`src/rtl/fpu_fsm_pkg.sv`:
```
// fpu_fsm_pkg: shared state encoding and program-address constants for the instruction sequencer
package fpu_fsm_pkg;
   typedef enum logic [2:0] {
      S_IDLE  = 3'd0,
      S_FETCH = 3'd1,
      S_LOAD  = 3'd2,
      S_EXEC  = 3'd3,
      S_DONE  = 3'd4
   } state_e;
   localparam logic [31:0] END_OF_PROGRAM = 32'h0000_0000;
   localparam logic [31:0] PC_STEP        = 32'd4;
   localparam logic [31:0] PC_LAST        = 32'h0000_03FC;
endpackage

```
`src/rtl/fpu_fsm.sv`:
```
// fpu_fsm: fetches instructions from SRAM and holds each for the decoder until completion
module fpu_fsm
   import fpu_fsm_pkg::*;
(
   input  logic        clk,
   input  logic        rst_l,
   input  logic        Active_Process,
   input  logic        Activation_Signal,
   input  logic        Multi_Cycle,
   input  logic [31:0] Instruction,
   output logic        Memory_Activation,
   output logic [31:0] PC,
   output logic [31:0] Instruction_out
);
   state_e      state_q, state_d;
   logic [31:0] pc_q, pc_d;
   logic [31:0] instr_q, instr_d;
   logic        pending_q, pending_d;
   logic        accept;

   assign Memory_Activation = (state_q == S_FETCH);
   assign PC                = pc_q;
   assign Instruction_out   = instr_q;
   assign accept            = (state_q == S_EXEC) && (Activation_Signal || pending_q) && !Multi_Cycle;

   // state, PC, held instruction and pending-completion registers
   always_ff @(posedge clk or posedge rst_l) begin
      if (rst_l) begin
         state_q   <= S_IDLE;
         pc_q      <= '0;
         instr_q   <= '0;
         pending_q <= 1'b0;
      end else begin
         state_q   <= state_d;
         pc_q      <= pc_d;
         instr_q   <= instr_d;
         pending_q <= pending_d;
      end
   end

   // next-state logic; a loader request overrides everything and restarts from address 0
   always_comb begin
      state_d   = state_q;
      pc_d      = pc_q;
      instr_d   = instr_q;
      pending_d = pending_q;
      case (state_q)
         S_IDLE: begin
            pc_d      = '0;
            instr_d   = '0;
            pending_d = 1'b0;
            state_d   = S_FETCH;
         end
         S_FETCH: state_d = S_LOAD;
         S_LOAD: begin
            instr_d = Instruction;
            state_d = (Instruction == END_OF_PROGRAM) ? S_DONE : S_EXEC;
         end
         S_EXEC: begin
            pending_d = pending_q || (Activation_Signal && Multi_Cycle);
            if (accept) begin
               instr_d   = '0;
               pending_d = 1'b0;
               pc_d      = (pc_q == PC_LAST) ? pc_q : pc_q + PC_STEP;
               state_d   = (pc_q == PC_LAST) ? S_DONE : S_FETCH;
            end
         end
         S_DONE:  state_d = S_DONE;
         default: state_d = S_IDLE;
      endcase
      if (Active_Process) begin
         state_d   = S_IDLE;
         pc_d      = '0;
         instr_d   = '0;
         pending_d = 1'b0;
      end
   end
endmodule

```
`config.mk`:
```
export PLATFORM = sky130hd
export DESIGN_NAME = fpu_fsm
export DESIGN_NICKNAME = d
export VERILOG_FILES = /design/src/rtl/fpu_fsm_pkg.sv /design/src/rtl/fpu_fsm.sv
export SDC_FILE = /design/constraint.sdc
export NUM_CORES = 1
export LEC_CHECK = 0
export CAP_MARGIN = 20
export CORE_ASPECT_RATIO = 1.1
export CORE_MARGIN = 5
export CORE_UTILIZATION = 45
export CTS_CLUSTER_DIAMETER = 50
export DETAILED_ROUTE_END_ITERATION = 8
export DONT_BUFFER_PORTS = 1
export PLACE_DENSITY = 0.67
export SLEW_MARGIN = 20
export SYNTH_ARGS = -nofsm -noshare
export SYNTH_HDL_FRONTEND = slang
export SYNTH_SLANG_ARGS = --single-unit
```
`constraint.sdc`:
```
create_clock -name clk -period 3.04 [get_ports clk]
set_input_delay 0.608 -clock clk [delete_from_list [all_inputs] [get_ports clk]]
set_output_delay 0.608 -clock clk [all_outputs]
set_load 0.01 [all_outputs]
```
# Yosys cells after proc, flatten, opt, wreduce, memory -nomap -nowiden
# Index checks and enable logic that the tools add are counted.
# op_classes
add_sub_neg	1
eq_ne	7
mux	15
reduce_logical	12
# ops
cell	count
$mux W32	5
$pmux W32 S3	1
$pmux W32 S2	1
$add A32 B3 Y32 const B	1
$eq A32 B10 Y1 const B	1
$logic_not A32 Y1	1
$pmux W3 S5	1
$mux W3	4
$eq A3 B2 Y1 const B	2
$ne A3 B3 Y1 const B	2
$reduce_bool A4 Y1	1
$eq A3 B1 Y1 const B	1
$eq A3 B3 Y1 const B	1
$logic_and A1 B1 Y1	3
$logic_not A3 Y1	1
$reduce_and A3 Y1	1
$reduce_bool A3 Y1	1
$logic_or A1 B1 Y1	2
$mux W1	2
$pmux W1 S2	1
$reduce_and A2 Y1	1
$logic_not A1 Y1	1
# word_totals
ff_bits	68
in_bits	37
out_inout_bits	65
word_cells	39

# Longest topological paths before layout
# Gate-level depths: netlist of run 1.
# logic_depth
ltp_word	6
depth_mapped	8
depth_no_buf	6

# Least setup slack after synthesis of run 1
# No wires, ideal clock.
# synth_timing
path_type	input port to flip-flop
start	in Multi_Cycle
end	reg pc_q[31] (netlist: PC[31])
arrival_ns	2.262
required_time_ns	2.962
path_slack_ns	0.700
cell_stages	6
path_cell_list	o21bai_1 > or2_1 > buf_6 > or4_4 > or4_1 > a21oi_1
# synth_between
elab_chain_len	4
# synth_lines
item	line	source
start: declaration	fpu_fsm.sv:9	input logic Multi_Cycle,
$logic_not A1 Y1	fpu_fsm.sv:24	assign accept = (state_q == S_EXEC) && (Activation_Signal || pending_q) && !Multi_Cycle;
$logic_and A1 B1 Y1	fpu_fsm.sv:24	
$ne A3 B3 Y1 (no line)	-	
$reduce_and A3 Y1 (no line)	-	
end signal: assignment	fpu_fsm.sv:35	pc_q <= pc_d;
end: declaration	fpu_fsm.sv:16	logic [31:0] pc_q, pc_d;
# Every way passes these cells.
# A chain may end at the register's enable or synchronous reset.

# Final worst setup path of run 1
# layout_timing
start	reg state_q[0]
end	reg pc_q[31] (netlist: PC[31])
# layout_between
elab_chain_len	5
word_cells_on_any_way	10
# layout_lines
item	line	source
start: declaration	fpu_fsm.sv:15	state_e state_q, state_d;
start signal: assignment	fpu_fsm.sv:34	state_q <= state_d;
$eq A3 B2 Y1	fpu_fsm.sv:24, fpu_fsm.sv:47	
$logic_and A1 B1 Y1 (2 in series)	fpu_fsm.sv:24	
$ne A3 B3 Y1 (no line)	-	
$reduce_and A3 Y1 (no line)	-	
# Parallel ways exist; a longest one is shown, timed or not.

==> results.py, run 1 <==
metrics = {
    "sta": {
        "worst_pin_slew_ns": 0.666,
        "slew_viol_final": 0,
        "finalHoldViolations": 0,
        "finalClockSkew_ns": 0.00413,
        "max-slew-margin-rel": 0.555,
        "fin_crit_ns": 2.46,
        "setup_violations": 0,
        "grt_setup_unrepaired": "no",
        "setup_tns_ns": 0,
        "holdWs_ns": 0.243,
        "fmax_mhz": 406,
        "fin_crit_sh": 0.810,
    },
    "clock_network": {
        "cts_tree": "done",
        "hold_buffers": 0,
        "clock_path_buffers": 2,
        "clock-root-buffer": "clkbuf_8",
        "clk_pin_slew_ns": 0.07,
        "numCtsBuffers": 9,
        "clock_latency_ns": 0.33,
        "cts_max_level": 3,
        "post_cts_resized": 0,
        "cts_setup_buffers": 0,
        "clkSinkCount": 66,
    },
    "floorplanning": {
        "die_h_um": 98.4,
        "start_util": 0.459,
        "coreArea_sq_mm": 0.00697,
        "row_count": 32,
        "ios": 102,
        "die_w_um": 90.4,
        "dieArea_sq_mm": 0.00890,
    },
    "power": {
        "power_density_mw_per_mm2": 562,
        "peakVddDrop_v": 0.000334,
        "leakage_nw": 1.44,
    },
    "setup_path": {
        "cp_top_family": "simple AND/OR/NAND/NOR gates",
        "critPathBufInv": 0,
        "critical_path.max_stage_delay_ns": 0.62,
        "arrival_ns": 2.73,
        "cp.required_ns": 3.30,
        "endpoint_kind": "register",
        "worstRegToRegCells": 5,
        "critPathKind": "reg -> reg",
        "crit_slowest_cell": "or4_4",
        "cp_num_cells": 5,
        "crit_path_cell_trace": "nand3b_1 -> or2_1 -> or4_4 -> or4_1 -> a21oi_1",
        "startpoint_type": "register",
        "cp_max_fo": 16,
    },
    "drt": {
        "drc": 0,
        "drtIter0Drc": 176,
        "dr.pass1.iters": 4,
        "vias_per_cell": 6.25,
        "routedWlPerCell_um": 18.8,
        "ant_nets": 0,
        "wl_um": 7630,
        "vias": 2538,
    },
    "placement": {
        "port_buffers": 0,
        "dp_hpwl_um": 5440,
        "place.gp.congestion": 0.806,
        "place_area_sq_mm": 0.00329,
    },
    "global_route": {
        "grt_max_degree": 35,
        "grt_pass1_vias": 2608,
        "grt_pass1_wl_um": 12800,
        "overflow": 0,
        "grt_usage": 0.174,
        "antenna_found_initial": 0,
    },
    "cells_and_area": {
        "final_core_util": 0.510,
        "nFillCells": 648,
        "design_area_sq_mm": 0.00355,
        "syn_to_final_growth_pct": 11.1,
        "antenna_cells": 0,
        "finalNetCount": 355,
        "layout-drive-gt1-share": 0.0935,
    },
    "synth": {
        "synthCells": 315,
        "ys_seq_area_frac": 0.516,
        "synthTopCellsByCount": "dfrtp_1, a22o_1, nand2_1",
        "synth_area_leaders": "dfrtp_1, a22o_1, nor4_1, or3_1, nand2_1",
        "avgSynthCellArea_sq_um": 10.2,
        "async_flop_share": 1.00,
        "synth_top_family_by_area": "simple AND/OR/NAND/NOR gates",
        "synth-compound-area-share": 0.195,
        "synthDistinctLibCells": 45,
        "synth_top_area_share": 0.516,
        "yosysMostFrequentCell": "dfrtp_1",
        "synth_seq_cells": 66,
        "synthAdderAreaFrac": 0.00782,
        "synth_edf_count": 0,
        "synth_xor_area_frac": 0.0219,
        "synth_area_leader_cell": "dfrtp_1",
        "synth_mux_area_frac": 0.00313,
        "synth_simple_gate_area_frac": 0.215,
        "yosysWarnings": 0,
        "synthFlopType": "dfrtp_1",
        "syn-cell-area_sq_mm": 0.00320,
    },
    "hold_path": {
        "hp-class": "in -> async",
    },
    "run": {
        "cap_violations": 0,
    },
    "status": {
        "status": "finished clean",
    },
}
report_power, final:
| part | internal (W) | switching, W | total (W) |
|---|---|---|---|
| registers | 0.000896 | 0.0000289 | 0.000925 |
| clock network | 0.000628 | 0.000345 | 0.000973 |
| logic | 0.0000343 | 0.0000652 | 0.0000996 |
flip-flops by register name (all words and copies together), names as in the netlist:
name and flops:
PC 30, state_q 3, pending_q 1, Instruction_out 32
worst reg2reg max path, stage by stage (launching register included):
cell	delay, ns
dfrtp_1	0.61
nand3b_1	0.17
or2_1	0.37
or4_4	0.62
or4_1	0.49
a21oi_1	0.14
cells by family (layout without fill, tap and decap cells):
logic type      after synthesis  after routing
other cells                   1              2
simple gates                123            123
mux                           1              1
compound gates               87             87
xor+xnor                      8              8
fa+ha+maj                     2              2
buf+inv                      27             32
flops                        66             66
metal layers:
layer | global-route usage | vias to the layer above | routed length [um] | share of wire
li1 | - | 1205 | - | -
met1 | 0.211 | 1216 | 3150 | 0.41
met2 | 0.280 | 110 | 3660 | 0.48
met3 | 0.0687 | 7 | 755 | 0.099
met4 | 0.0653 | 0 | 57 | 0.0075
met5 | 0 | - | 0 | 0
final timing paths:
kind / start / end / slack, ns
setup / recovery: state_q[0] / PC[31] / 0.58
hold / removal: rst_l / Instruction_out[2] / 0.24
setup reg to reg: state_q[0] / PC[31] / 0.58
hold reg to reg: Instruction_out[17] / Instruction_out[17] / 0.57
max in group asynchronous: rst_l / PC[30] / 2.17
min in group clk: Active_Process / pending_q / 0.33
placed cells by master (no fill, tap or decap), drive strengths merged, types with 5 or more instances in the layout:
| master | instances |
|---|---|
| buf | 6 |
| nand3 | 8 |
| nand2 | 25 |
| or3 | 18 |
| inv | 10 |
| clkbuf | 9 |
| dfrtp | 66 |
| nand4 | 10 |
| o21ai | 16 |
| a22o | 32 |
| xnor2 | 5 |
| nor4 | 20 |
| a21oi | 18 |
| nor2 | 17 |
per-stage QoR:
step           std cells  setup slack, ns  power [W]
3_5_place_dp         390            0.541    0.00104
4_1_cts              406            0.585    0.00202
2_1_floorplan        316            0.700    0.00102
6_report             406            0.576    0.00200
3_3_place_gp         390            0.562    0.00104
5_1_grt              406            0.407    0.00207
area by class of cell:
class / instances / area (sq um) / area share
inverter: 10 / 37.5 / 0.0106
multi-input combinational: 223 / 1440 / 0.404
tap: 85 / 106 / 0.0299
sequential: 66 / 1650 / 0.465
clock inverter: 7 / 141 / 0.0398
timing repair buffer: 6 / 57.6 / 0.0162
clock buffer: 9 / 124 / 0.0349
(Power assumes the default switching activity.)
==> run 2: changes to the inputs <==
Settings changed: ABC_AREA set to 1.
Clock period 3.04 ns to 2.3 ns, I/O delays scaled along.
==> run 2 against run 1 <==
  * Non-clock buffer count increased by 6
  * Clock skew increased by 0.0032 ns
  * Worst hold slack got worse by 0.15 ns
  * Largest power group is now sequential cells
  * Critical path type unchanged
  * Highest routed layer unchanged
  * Core utilization decreased by 0.55 points
  * Area after synthesis increased by 28%
  * Maximum frequency increased by 25%
  * Sequential cell count unchanged
  * Final area increased by 26%
  * Critical path depth increased by 4
  * Sequential power increased by 55%
==> results.py, run 2 <==
metrics = {
    "sta": {
        "fin_crit_sh": 0.854,
        "fin_crit_ns": 1.96,
        "fin_ws_ns": 0.335,
        "holdWs_ns": 0.0915,
        "finalHoldViolations": 0,
        "grt_setup_unrepaired": "no",
        "fmax_mhz": 509,
        "setup_tns_ns": 0,
        "max-slew-margin-rel": 0.542,
        "worst_pin_slew_ns": 0.686,
        "slew_viol_final": 0,
        "finalClockSkew_ns": 0.00732,
        "setup_violations": 0,
    },
    "floorplanning": {
        "row_count": 36,
        "start_util": 0.462,
        "coreArea_sq_mm": 0.00887,
        "die_h_um": 110,
        "dieArea_sq_mm": 0.0111,
        "die_w_um": 101,
        "ios": 102,
    },
    "power": {
        "p_int_w": 0.00222,
        "p_sw_w": 0.00121,
        "pwr-share-comb": 0.224,
        "power_density_mw_per_mm2": 767,
        "leakage_nw": 1.97,
        "clkPwrFrac": 0.360,
        "sw_frac_of_total": 0.352,
        "p_seq_frac": 0.416,
        "peakVddDrop_v": 0.000508,
    },
    "global_route": {
        "grt_pass1_vias": 3845,
        "antenna_found_initial": 0,
        "overflow": 0,
        "grt_max_degree": 35,
        "grt_pass1_wl_um": 19400,
        "grt_usage": 0.225,
    },
    "setup_path": {
        "critical_path.max_stage_delay_ns": 0.49,
        "endpoint_kind": "register",
        "cp_top_family": "simple AND/OR/NAND/NOR gates",
        "crit_path_cell_trace": "ha_1 -> nor3b_1 -> nand2_1 -> nor2_1 -> nand2_1 -> nand2_4 -> nand2_4 -> nand2_1 -> o21ai_2",
        "cp_common_cell": "nand2_1",
        "reg2reg_from": "PC[3]",
        "critPathKind": "reg -> reg",
        "cp_max_fo": 26,
        "startpoint_type": "register",
        "critPathBufInv": 0,
        "cp.required_ns": 2.53,
        "crit_slowest_cell": "dfrtp_1",
        "arrival_ns": 2.19,
        "cp-startpoint": "PC[3]",
    },
    "cells_and_area": {
        "final_common_cell": "nand2_1",
        "layout-drive-gt1-share": 0.0956,
        "final_core_util": 0.505,
        "syn_to_final_growth_pct": 9.09,
        "largest_reg_flops": 32,
        "layout_common_cells": "nand2_1, inv_1, nor2_1",
        "finalNetCount": 641,
        "antenna_cells": 0,
    },
    "clock_network": {
        "clk_pin_slew_ns": 0.08,
        "clock_path_buffers": 2,
        "cts_setup_buffers": 0,
        "clock_latency_ns": 0.35,
        "post_cts_resized": 0,
        "cts_tree": "done",
        "clkSinkCount": 66,
        "cts_max_level": 3,
        "hold_buffers": 0,
        "clock-root-buffer": "clkbuf_8",
        "numCtsBuffers": 9,
    },
    "synth": {
        "synth_edf_count": 0,
        "synthDistinctLibCells": 35,
        "yosysMostFrequentCell": "nand2_1",
        "synth_area_leaders": "dfrtp_1, nand2_1, inv_1, nor2_1, nand3_1",
        "synth_top_area_share": 0.402,
        "synthTopCellsByCount": "nand2_1, inv_1, nor2_1",
        "synth_seq_cells": 66,
        "synthFlopType": "dfrtp_1",
        "yosysWarnings": 0,
        "synth_area_leader_cell": "dfrtp_1",
        "synthCells": 597,
        "syn-cell-area_sq_mm": 0.00410,
        "avgSynthCellArea_sq_um": 6.87,
        "ys_seq_area_frac": 0.402,
        "async_flop_share": 1.00,
    },
    "drt": {
        "drtIter0Drc": 261,
        "wl_um": 12100,
        "routedWlPerCell_um": 16.8,
        "ant_nets": 0,
        "vias": 3848,
        "drc": 0,
        "dr.pass1.iters": 5,
        "vias_per_cell": 5.34,
    },
    "placement": {
        "dp_hpwl_um": 9230,
        "port_buffers": 0,
        "place.gp.congestion": 1.01,
        "post-place-ws_ns": 0.363,
    },
    "hold_path": {
        "hp-class": "in -> async",
    },
    "status": {
        "status": "finished clean",
    },
    "run": {
        "cap_violations": 0,
    },
}
## run 2: cell count changes in the layout (fill, tap and decap cells not counted), sizes merged, moves of 6 or more
| cell | change |
|---|---|
| nand2 | +151 |
| inv | +81 |
| nor2 | +73 |
| nand3 | +51 |
| a22o | -32 |
| o21ai | +28 |
| nor4 | -20 |
| or3 | -18 |
| a21oi | -16 |
| o22ai | +15 |
| buf | +6 |
| nand4 | +6 |
## run 2: power by group through the flow
stage	combinational, W	clock [W]	sequential, W
4_1_cts	0.000774	0.00127	0.00143
2_1_floorplan	0.000628	0	0.00142
5_1_grt	0.000854	0.00130	0.00145
3_3_place_gp	0.000758	0	0.00145
6_report	0.000769	0.00124	0.00143
3_5_place_dp	0.000777	0	0.00145
## run 2: metrics by stage
stage / cell area, sq um / power [W] / instances
after floorplan: 4110 / 0.00205 / 598
after global placement: 4230 / 0.00221 / 705
after detailed placement: 4230 / 0.00222 / 705
after CTS: 4480 / 0.00347 / 721
after global routing: 4480 / 0.00360 / 721
final: 4480 / 0.00343 / 721
## run 2: cell families (layout without fill, tap and decap cells)
logic type / after synthesis / count (layout) / share of synthesized area
buffers and inverters: 110 / 119 / 0.114
AO/OA/AOI/OAI: 64 / 64 / 0.0960
adder cells (fa/ha/maj): 2 / 2 / 0.00610
flip-flops: 66 / 66 / 0.402
XOR/XNOR: 4 / 4 / 0.00854
other: 1 / 2 / 0.000914
AND/OR/NAND/NOR: 350 / 350 / 0.372
## run 2: worst register-to-register path, stage by stage (launching register included)
cell	delay [ns]
dfrtp_1	0.49
ha_1	0.21
nor3b_1	0.24
nand2_1	0.09
nor2_1	0.13
nand2_1	0.13
nand2_4	0.09
nand2_4	0.21
nand2_1	0.19
o21ai_2	0.06
## run 2: path summary, 6_finish.rpt
path	end	slack (ns)	depth (start not counted)
hold reg to reg	pending_q	0.55	2
min in group clk	Instruction_out[28]	0.26	2
setup / recovery	PC[10]	0.34	9
hold / removal	Instruction_out[28]	0.09	1
max in group asynchronous	PC[8]	1.49	2
setup reg to reg	PC[10]	0.34	9
## run 2: area by class of cell
cell class / instances / area [sq um]
inverters: 91 / 344
flip-flops and latches: 66 / 1650
multi-input cells: 422 / 1990
fillers: 888 / 4400
clock inverters: 7 / 125
clock buffers: 9 / 124
repair buffers: 12 / 103
well taps: 114 / 143
## run 2: metal layers
metal,up-vias,global-route usage,share of wire
li1,1896,-,-
met5,-,0,0
met1,1745,0.263,0.39
met3,28,0.0686,0.095
met4,0,0.111,0.034
met2,179,0.376,0.48
